`src/rtl/lsu_mem_master_if.sv`:
```
// Bundles the CPU-side request/response handshake and the data-memory port of the
// load/store initiator so both sides connect through a single port.
interface lsu_mem_master_if #(
    parameter int ADDR_W = 32
);
    logic              req_valid;
    logic              req_ready;
    logic              req_write;
    logic [1:0]        req_size;
    logic              req_unsigned;
    logic [ADDR_W-1:0] req_addr;
    logic [31:0]       req_wdata;

    logic              resp_valid;
    logic [31:0]       resp_rdata;
    logic              resp_err;

    logic              mem_read;
    logic              mem_write;
    logic [ADDR_W-1:0] mem_address;
    logic [31:0]       mem_write_data;
    logic [31:0]       mem_read_data;

    // Seen from the load/store unit itself.
    modport master (
        input  req_valid, req_write, req_size, req_unsigned, req_addr, req_wdata,
        output req_ready,
        output resp_valid, resp_rdata, resp_err,
        output mem_read, mem_write, mem_address, mem_write_data,
        input  mem_read_data
    );

    // Seen from the pipeline and the data memory.
    modport slave (
        output req_valid, req_write, req_size, req_unsigned, req_addr, req_wdata,
        input  req_ready,
        input  resp_valid, resp_rdata, resp_err,
        input  mem_read, mem_write, mem_address, mem_write_data,
        output mem_read_data
    );
endinterface

```
`src/rtl/lsu_mem_master.sv`:
```
// Load/store initiator: one byte/half/word access at a time against a word-organised
// memory, with alignment checking and read-modify-write for sub-word stores.
//
// state    | meaning
// IDLE     | ready for a request, no memory access
// READ     | mem_read high; load lane select or store merge source captured
// WRITE    | mem_write high; full word committed at end of cycle
// RESP     | one-cycle response pulse with latched rdata/err
module lsu_mem_master #(
    parameter int ADDR_W = 32
) (
    input  logic              clk,
    input  logic              rst_n,
    lsu_mem_master_if.master  bus
);

    localparam logic [1:0] ST_IDLE  = 2'd0;
    localparam logic [1:0] ST_READ  = 2'd1;
    localparam logic [1:0] ST_WRITE = 2'd2;
    localparam logic [1:0] ST_RESP  = 2'd3;

    localparam logic [1:0] SZ_BYTE = 2'b00;
    localparam logic [1:0] SZ_HALF = 2'b01;
    localparam logic [1:0] SZ_WORD = 2'b10;

    logic [1:0]        state_q, state_d;
    logic              write_q, write_d;
    logic [1:0]        size_q, size_d;
    logic              uns_q, uns_d;
    logic [ADDR_W-1:0] addr_q, addr_d;
    logic [31:0]       wdata_q, wdata_d;
    logic [31:0]       rdata_q, rdata_d;
    logic              err_q, err_d;

    function automatic logic is_illegal(input logic [1:0] size, input logic [1:0] lo);
        logic bad;
        bad = 1'b0;
        case (size)
            SZ_BYTE: bad = 1'b0;
            SZ_HALF: bad = lo[0];
            SZ_WORD: bad = (lo != 2'b00);
            default: bad = 1'b1;
        endcase
        return bad;
    endfunction

    function automatic logic [31:0] load_extract(input logic [31:0] word,
                                                 input logic [1:0]  size,
                                                 input logic [1:0]  lo,
                                                 input logic        uns);
        logic [7:0]  b;
        logic [15:0] h;
        logic [31:0] r;
        case (lo)
            2'd0:    b = word[7:0];
            2'd1:    b = word[15:8];
            2'd2:    b = word[23:16];
            default: b = word[31:24];
        endcase
        h = lo[1] ? word[31:16] : word[15:0];
        case (size)
            SZ_BYTE: r = {{24{b[7] & ~uns}}, b};
            SZ_HALF: r = {{16{h[15] & ~uns}}, h};
            default: r = word;
        endcase
        return r;
    endfunction

    // Little-endian lane replacement; untouched lanes keep the value just read.
    function automatic logic [31:0] store_merge(input logic [31:0] word,
                                                input logic [31:0] data,
                                                input logic [1:0]  size,
                                                input logic [1:0]  lo);
        logic [31:0] r;
        r = word;
        if (size == SZ_HALF) begin
            if (lo[1]) r[31:16] = data[15:0];
            else       r[15:0]  = data[15:0];
        end else begin
            case (lo)
                2'd0:    r[7:0]   = data[7:0];
                2'd1:    r[15:8]  = data[7:0];
                2'd2:    r[23:16] = data[7:0];
                default: r[31:24] = data[7:0];
            endcase
        end
        return r;
    endfunction

    always_comb begin
        state_d = state_q;
        write_d = write_q;
        size_d  = size_q;
        uns_d   = uns_q;
        addr_d  = addr_q;
        wdata_d = wdata_q;
        rdata_d = rdata_q;
        err_d   = err_q;
        case (state_q)
            ST_IDLE: begin
                if (bus.req_valid) begin
                    write_d = bus.req_write;
                    size_d  = bus.req_size;
                    uns_d   = bus.req_unsigned;
                    addr_d  = bus.req_addr;
                    wdata_d = bus.req_wdata;
                    rdata_d = 32'h0;
                    err_d   = 1'b0;
                    if (is_illegal(bus.req_size, bus.req_addr[1:0])) begin
                        err_d   = 1'b1;
                        state_d = ST_RESP;
                    end else if (bus.req_write && bus.req_size == SZ_WORD) begin
                        state_d = ST_WRITE;
                    end else begin
                        state_d = ST_READ;
                    end
                end
            end
            ST_READ: begin
                if (write_q) begin
                    wdata_d = store_merge(bus.mem_read_data, wdata_q, size_q, addr_q[1:0]);
                    state_d = ST_WRITE;
                end else begin
                    rdata_d = load_extract(bus.mem_read_data, size_q, addr_q[1:0], uns_q);
                    state_d = ST_RESP;
                end
            end
            ST_WRITE: state_d = ST_RESP;
            ST_RESP:  state_d = ST_IDLE;
            default:  state_d = ST_IDLE;
        endcase
    end

    always_ff @(posedge clk or negedge rst_n) begin
        if (!rst_n) begin
            state_q <= ST_IDLE;
            write_q <= 1'b0;
            size_q  <= 2'b00;
            uns_q   <= 1'b0;
            addr_q  <= '0;
            wdata_q <= 32'h0;
            rdata_q <= 32'h0;
            err_q   <= 1'b0;
        end else begin
            state_q <= state_d;
            write_q <= write_d;
            size_q  <= size_d;
            uns_q   <= uns_d;
            addr_q  <= addr_d;
            wdata_q <= wdata_d;
            rdata_q <= rdata_d;
            err_q   <= err_d;
        end
    end

    // Memory strobes decode straight from the state register so an async reset
    // removes a pending write before the edge that would commit it.
    assign bus.req_ready      = (state_q == ST_IDLE);
    assign bus.resp_valid     = (state_q == ST_RESP);
    assign bus.resp_rdata     = (state_q == ST_RESP) ? rdata_q : 32'h0;
    assign bus.resp_err       = (state_q == ST_RESP) & err_q;
    assign bus.mem_read       = (state_q == ST_READ);
    assign bus.mem_write      = (state_q == ST_WRITE);
    assign bus.mem_address    = (state_q == ST_IDLE) ? '0 : {addr_q[ADDR_W-1:2], 2'b00};
    assign bus.mem_write_data = (state_q == ST_WRITE) ? wdata_q : 32'h0;

endmodule

```
`src/flat_wrapper.sv`:
```
// flat-port wrapper written by rule: the top's interface ports become plain ports
module lsu_mem_master_flat 
#(
    parameter int ADDR_W = 32
)
  (clk, rst_n, bus_req_valid, bus_req_write, bus_req_size, bus_req_unsigned, bus_req_addr, bus_req_wdata, bus_req_ready, bus_resp_valid, bus_resp_rdata, bus_resp_err, bus_mem_read, bus_mem_write, bus_mem_address, bus_mem_write_data, bus_mem_read_data);
  lsu_mem_master_if #(.ADDR_W(ADDR_W)) bus_i ();
  input  logic clk;
  input  logic rst_n;
  input wire logic [$bits(bus_i.req_valid)-1:0] bus_req_valid;
  input wire logic [$bits(bus_i.req_write)-1:0] bus_req_write;
  input wire logic [$bits(bus_i.req_size)-1:0] bus_req_size;
  input wire logic [$bits(bus_i.req_unsigned)-1:0] bus_req_unsigned;
  input wire logic [$bits(bus_i.req_addr)-1:0] bus_req_addr;
  input wire logic [$bits(bus_i.req_wdata)-1:0] bus_req_wdata;
  output wire logic [$bits(bus_i.req_ready)-1:0] bus_req_ready;
  output wire logic [$bits(bus_i.resp_valid)-1:0] bus_resp_valid;
  output wire logic [$bits(bus_i.resp_rdata)-1:0] bus_resp_rdata;
  output wire logic [$bits(bus_i.resp_err)-1:0] bus_resp_err;
  output wire logic [$bits(bus_i.mem_read)-1:0] bus_mem_read;
  output wire logic [$bits(bus_i.mem_write)-1:0] bus_mem_write;
  output wire logic [$bits(bus_i.mem_address)-1:0] bus_mem_address;
  output wire logic [$bits(bus_i.mem_write_data)-1:0] bus_mem_write_data;
  input wire logic [$bits(bus_i.mem_read_data)-1:0] bus_mem_read_data;
  assign bus_i.req_valid = bus_req_valid;
  assign bus_i.req_write = bus_req_write;
  assign bus_i.req_size = bus_req_size;
  assign bus_i.req_unsigned = bus_req_unsigned;
  assign bus_i.req_addr = bus_req_addr;
  assign bus_i.req_wdata = bus_req_wdata;
  assign bus_req_ready = bus_i.req_ready;
  assign bus_resp_valid = bus_i.resp_valid;
  assign bus_resp_rdata = bus_i.resp_rdata;
  assign bus_resp_err = bus_i.resp_err;
  assign bus_mem_read = bus_i.mem_read;
  assign bus_mem_write = bus_i.mem_write;
  assign bus_mem_address = bus_i.mem_address;
  assign bus_mem_write_data = bus_i.mem_write_data;
  assign bus_i.mem_read_data = bus_mem_read_data;
  lsu_mem_master #(.ADDR_W(ADDR_W)) u_core (.clk(clk), .rst_n(rst_n), .bus(bus_i));
endmodule
```
`config.mk`:
```
export PLATFORM = sky130hd
export DESIGN_NAME = lsu_mem_master_flat
export DESIGN_NICKNAME = d
export VERILOG_FILES = /design/src/rtl/lsu_mem_master_if.sv /design/src/rtl/lsu_mem_master.sv /design/src/flat_wrapper.sv
export SDC_FILE = /design/constraint.sdc
export NUM_CORES = 1
export LEC_CHECK = 0
export BUFFER_PORTS_ARGS = -buffer_cell sky130_fd_sc_hd__buf_4
export CORE_MARGIN = 3
export CORE_UTILIZATION = 46
export CTS_CLUSTER_DIAMETER = 50
export DETAILED_ROUTE_END_ITERATION = 8
export PLACE_DENSITY_LB_ADDON = 0.1
export SYNTH_ARGS = -nofsm -noshare
export SYNTH_HDL_FRONTEND = slang
export SYNTH_SLANG_ARGS = --single-unit
```
`constraint.sdc`:
```
create_clock -name clk -period 2.01 [get_ports clk]
set_input_delay 0.201 -clock clk [delete_from_list [all_inputs] [get_ports clk]]
set_output_delay 0.201 -clock clk [all_outputs]
set_load 0.005 [all_outputs]
```
# == Word level (Yosys, flattened, before mapping) ==
# Index checks and enable logic that the tools add are counted.
# totals
register_bits,103
in_bits,103
# classes
eq_ne,13
n_mux,30
bitwise_logic,4
reduce_logical,13
# op_table
cell,count
$mux 32,8
$pmux 32 s2,3
$mux 16,3
$mux 8,6
$pmux 8 s3,1
$eq 2x1->1 const B,4
$eq 2x2->1 const B,4
$logic_not 2->1,4
$pmux 2 s4,1
$mux 2,3
$ne 3x2->1 const B,2
$reduce_and 3->1,2
$reduce_and 5->1,1
$mux 1,4
$ne 2x2->1 const B,2
$reduce_and 4->1,1
$reduce_bool 2->1,2
$and 1x1->1,3
$pmux 1 s3,1
$reduce_or 3->1,1
$ne 2x1->1 const B,1
$reduce_and 2->1,1
$logic_and 1x1->1,1
$not 1->1,1

# == Logic depth before layout (Yosys ltp) ==
# depth
ltp_word,8
mapped_depth,8
depth_no_buf,6

# == Worst setup path before layout ==
# No wires, ideal clock.
# synth_path
kind,reg-to-reg
start,reg u_core.state_q[0]
end,reg u_core.wdata_q[0]
setup_ns,0.125
arrival_ns,1.786
slack_ns,0.099
stages_incl_launch_ff,8
cell_sequence,dfrtp_1 inv_1 ha_1 buf_4 mux2_4 nand2_2 a31oi_4 mux2_2
# synth_via
elab_chain_cells,3
# synth_lines
item,line_no,source
from (decl),lsu_mem_master.sv:26,"logic [1:0] state_q, state_d;"
from (signal assigned),lsu_mem_master.sv:145,state_q <= state_d;
$logic_not 2->1 (*),--,
via bus_req_ready,flat_wrapper.sv:16,output wire logic [$bits(bus_i.req_ready)-1:0] bus_req_ready;
$ne 2x2->1 (no source line) or $reduce_bool 2->1 (tied branches),--,
$reduce_and 5->1 (no source line),--,
to (signal assigned),lsu_mem_master.sv:150,wdata_q <= wdata_d;
to (decl),lsu_mem_master.sv:31,"logic [31:0] wdata_q, wdata_d;"
# Mark *: on every way through the listed nets, which the timed path passes. The rest lies on a longest branch.
# A chain may end at the register's enable or synchronous reset.

# == Worst setup path in the final report ==
# layout_path
start,reg u_core.state_q[1]
end,reg u_core.wdata_q[6]
# layout_via
elab_chain_cells,3
# layout_lines
item,line_no,source
$eq 2x1->1 or $logic_not 2->1 (tied branches),lsu_mem_master.sv:99,case (state_q)
"$ne 3x2->1 (no source line), or another cell as far along",--,
$reduce_and 5->1 (no source line),--,
# Several ways; a longest one is shown, not always the timed one.

==> summary.md <==
| Metric | Value |
|---|---|
| Switching pwr | between 0.005 and 0.006 W |
| Clock Power Share | 13.6% |
| CP Capture Type | flip-flop |
| Worst r2r src | u_core.state_q[1] |
| Synth cell count leaders | dfrtp_1, and2_1, mux2_2, nor2_1, a21oi_1 |
| CP startpoint kind | flip-flop |
| Reg2Reg Capture Point | u_core.wdata_q[6] |
| Fmax | 532 MHz |
| Final GP Congestion | 0.880 |
| Tmin final | 1880 ps |
| Worst path slowest cell | dfrtp_1 |
| Worst Tran Pin Value | 1030 ps |
| Post-Synth XOR/XNOR Area | 0% |
| Critical path class | flip-flop to flip-flop |
| Most frequent cell after synthesis | dfrtp_1 |
| # DRC | 0 |
| # diodes | 0 |
| Fin crit share | between 90% and 100% |
| Net Sw Frac | 39.7% |
| Final hold slack | between 70 and 80 ps |
| Synthesis-stage register bit count | 103 |
| Area growth from synthesis to layout | 33.1% |
| Cell Chain, Critical Path | inv_1 > ha_2 > mux2_4 > nand2_2 > a31oi_4 > mux2_2 |
| Relative slew slack | 31.2% |
| Power Density | 1560 nW/um2 |
| WHS Path Cells | 2 |
| Core Rows | 41 |
| Bufs and invs on worst path | 1 |
| Post-synthesis adder-cell area fraction | 0.826% |
| Final Hold Vio Count | 0 |
| Sequential share of power | between 20 and 30% |
| YS warnings | 0 |
| DIE WIDTH | 121 um |
| Port bufs | 201 |
| Die Ht | approximately 120 um |
| Clock Path Buffers | 2 |
| Ys flop type | dfrtp_1 |
| Io pins | 204 |
| Clock sinks | 103 |
| Non-Filler Instances | 974 |
| Finished Core Util | 63.2% |
| Gr ovfl total | 0 |
| Final setup violation count | 0 |
| Core ar. | 12800 um2 |
| Crit-path max FO | 8 |
| Max-slew violations | 0 |
| Avg Synthesized Cell Area | 9.95 um2 |
| CTS root buf | clkbuf_16 |
| Dominant cell type by area after synthesis | dfrtp_1 |
| Largest delay share family, worst path | multiplexers |
| Post-DP HPWL | 13.9 mm |
| Clock-pin slew on the worst setup and hold paths | 70 ps |
| Design area | 8070 um2 |
| NumNets Final | 905 |
| Synth Instances | approximately 610 |
| Number of vias per cell | approximately 5.6 |
| First-pass GRT wire length | 28.4 mm |
| Post-route ant nets | 0 |
| DR iter-0 viols | around 410 |
| Top post-synthesis cells by area | dfrtp_1, mux2_2, and2_1 |
| Vias in the first global route | 5387 |
| Worst-skew pair later-pin latency | 350 ps |
| Synth Area in Simple Gates | 20.7% |
| Asr flop ratio synth | 100% |
| Placed insts | 958 |
| Worst path required time | 2240 ps |
| Mux contribution to synthesized area | roughly an eighth |
| Worst Hold Path EP | u_core.uns_q |
| CTS Buf Count | 9 |
| Sequential area share after synthesis | 42.5% |
| Initial antenna violation count | 1 |
| CTS tree | yes |
| Worst setup margin | around 130 ps |
| Max stage delay on crit path | 410 ps |
| Worst IR Drop VDD | about 750 uV |
| RSZ-0062 raised after global routing | false |
| Total number of vias | ~5400 |
| MaxCap Viol Count | 0 |
| Static Leakage | 3.79 nW |
| Post-synth EDFFs | 0 |
| Reg2Reg Depth | 6 |
| Total GRT Usage | 24.8% |
| Internal power | 0.00760 W |
| Main combinational cell family by area after synthesis | simple AND/OR/NAND/NOR gates |
| Dpl cell area | 7750 um2 |
| Arrival time at the worst endpoint | 2110 ps |
| Htree depth | 3 |
| Hold crit path type | input port to flip-flop |
| Largest net degree at the start of global routing | 40 |
| Min-delay src | bus_req_unsigned |
| Share of Yosys cell area claimed by the top area cell type | a little over two fifths |
| Post-synth cell types | 48 |
| Outcome | finished, final reports clean |
| Synth Area in Compound Gates | 18.5% |
| Reg2Reg Setup Slack | 130 ps |
| Post-placement worst setup slack | -45.8 ps |
| Die Area | 14600 um2 |
| Synth Cell Area | 6060 um2 |
| Layout cell share with drive strength beyond 1 | just under 40% |
| WL/cell | 18.7 um |
| Logic pwr share | 56.5% |
| Starting Density | 47.4% |
| TritonRoute pass-1 iters | 5 |
| Worst Skew | 8.41 ps |
| Routed wire length | 18.2 mm |
per-stage QoR:
| stage | power (W) | TNS, ps |
|---|---|---|
| 6_report | 0.0126 | 0 |
| 5_1_grt | 0.0135 | 0 |
| 4_1_cts | 0.0126 | 0 |
| 3_5_place_dp | 0.0108 | -314 |
| 3_3_place_gp | 0.0106 | 0 |
| 2_1_floorplan | 0.00823 | 0 |
worst max-delay path by stage:
stage	startpoint	end	slack, ps	cells after the start
floorplan	u_core.state_q[0]	u_core.wdata_q[0]	100	7
global placement	u_core.state_q[1]	u_core.wdata_q[13]	40	5
detailed placement	u_core.state_q[1]	u_core.wdata_q[8]	-50	5
CTS	u_core.state_q[1]	bus_mem_address[19]	50	5
global route	u_core.state_q[0]	bus_mem_write_data[22]	2	4
finish	u_core.state_q[1]	u_core.wdata_q[6]	130	6
final cells by class:
type	instances	area [um2]
fill	1050	4710
clock buffer	11	233
sequential	103	2580
inverter	7	26.3
clock inverter	4	47.5
multi-input combinational	452	3250
timing repair buffer	225	1720
tap	172	215
cells by family (layout without fill, tap and decap cells):
family                   Yosys count  count (layout)
AND/OR/NAND/NOR                  227             227
AO/OA/AOI/OAI                    148             148
flip-flops                       103             103
multiplexers                      71              71
buffers and inverters             55             247
adder cells (fa/ha/maj)            4               4
other                              1               2
flip-flops by register name, summed over array words and instances, names as in the netlist:
signal          cells
u_core.addr_q      32
u_core.rdata_q     32
u_core.wdata_q     32
u_core.size_q       2
u_core.state_q      2
u_core.err_q        1
u_core.uns_q        1
u_core.write_q      1
routing by layer:
layer	GRT usage [%]	part of all wire, %
met5	0	0.072
met4	9.84	2.6
met3	5.05	8.5
met2	39.7	47
met1	33.3	42
power by group through the flow:
stage / Clock [W] / Combinational (W) / Sequential (W)
5_1_grt: 0.00183 / 0.00782 / 0.00390
2_1_floorplan: 0 / 0.00477 / 0.00346
6_report: 0.00172 / 0.00712 / 0.00377
3_5_place_dp: 0 / 0.00703 / 0.00380
3_3_place_gp: 0 / 0.00685 / 0.00375
4_1_cts: 0.00175 / 0.00710 / 0.00377
placed cells by master (no fill, tap or decap), types with 7 or more instances in the layout:
cell	instances
clkbuf_16	9
mux2_2	60
a32o_1	15
and3_1	7
buf_4	221
a21oi_1	39
nand3_1	10
and2_1	66
mux2i_1	9
nor3_1	11
nand2b_1	20
a22o_1	17
o31a_1	9
o31ai_1	16
nand2_1	22
nor2_1	40
o211ai_1	9
nor2b_1	36
o21ai_0	16
a211oi_1	9
or3_1	8
dfrtp_1	103
what timing repair did:
item | in CTS | in global routing
setup buffers | 0 | 0
hold buffers | 1 | 0
resized for setup | 3 | 3
endpoints found under the setup margin | 74 | 40
endpoints found under the hold margin | 27 | 0
No activity file was read; power rests on OpenSTA's default activity.
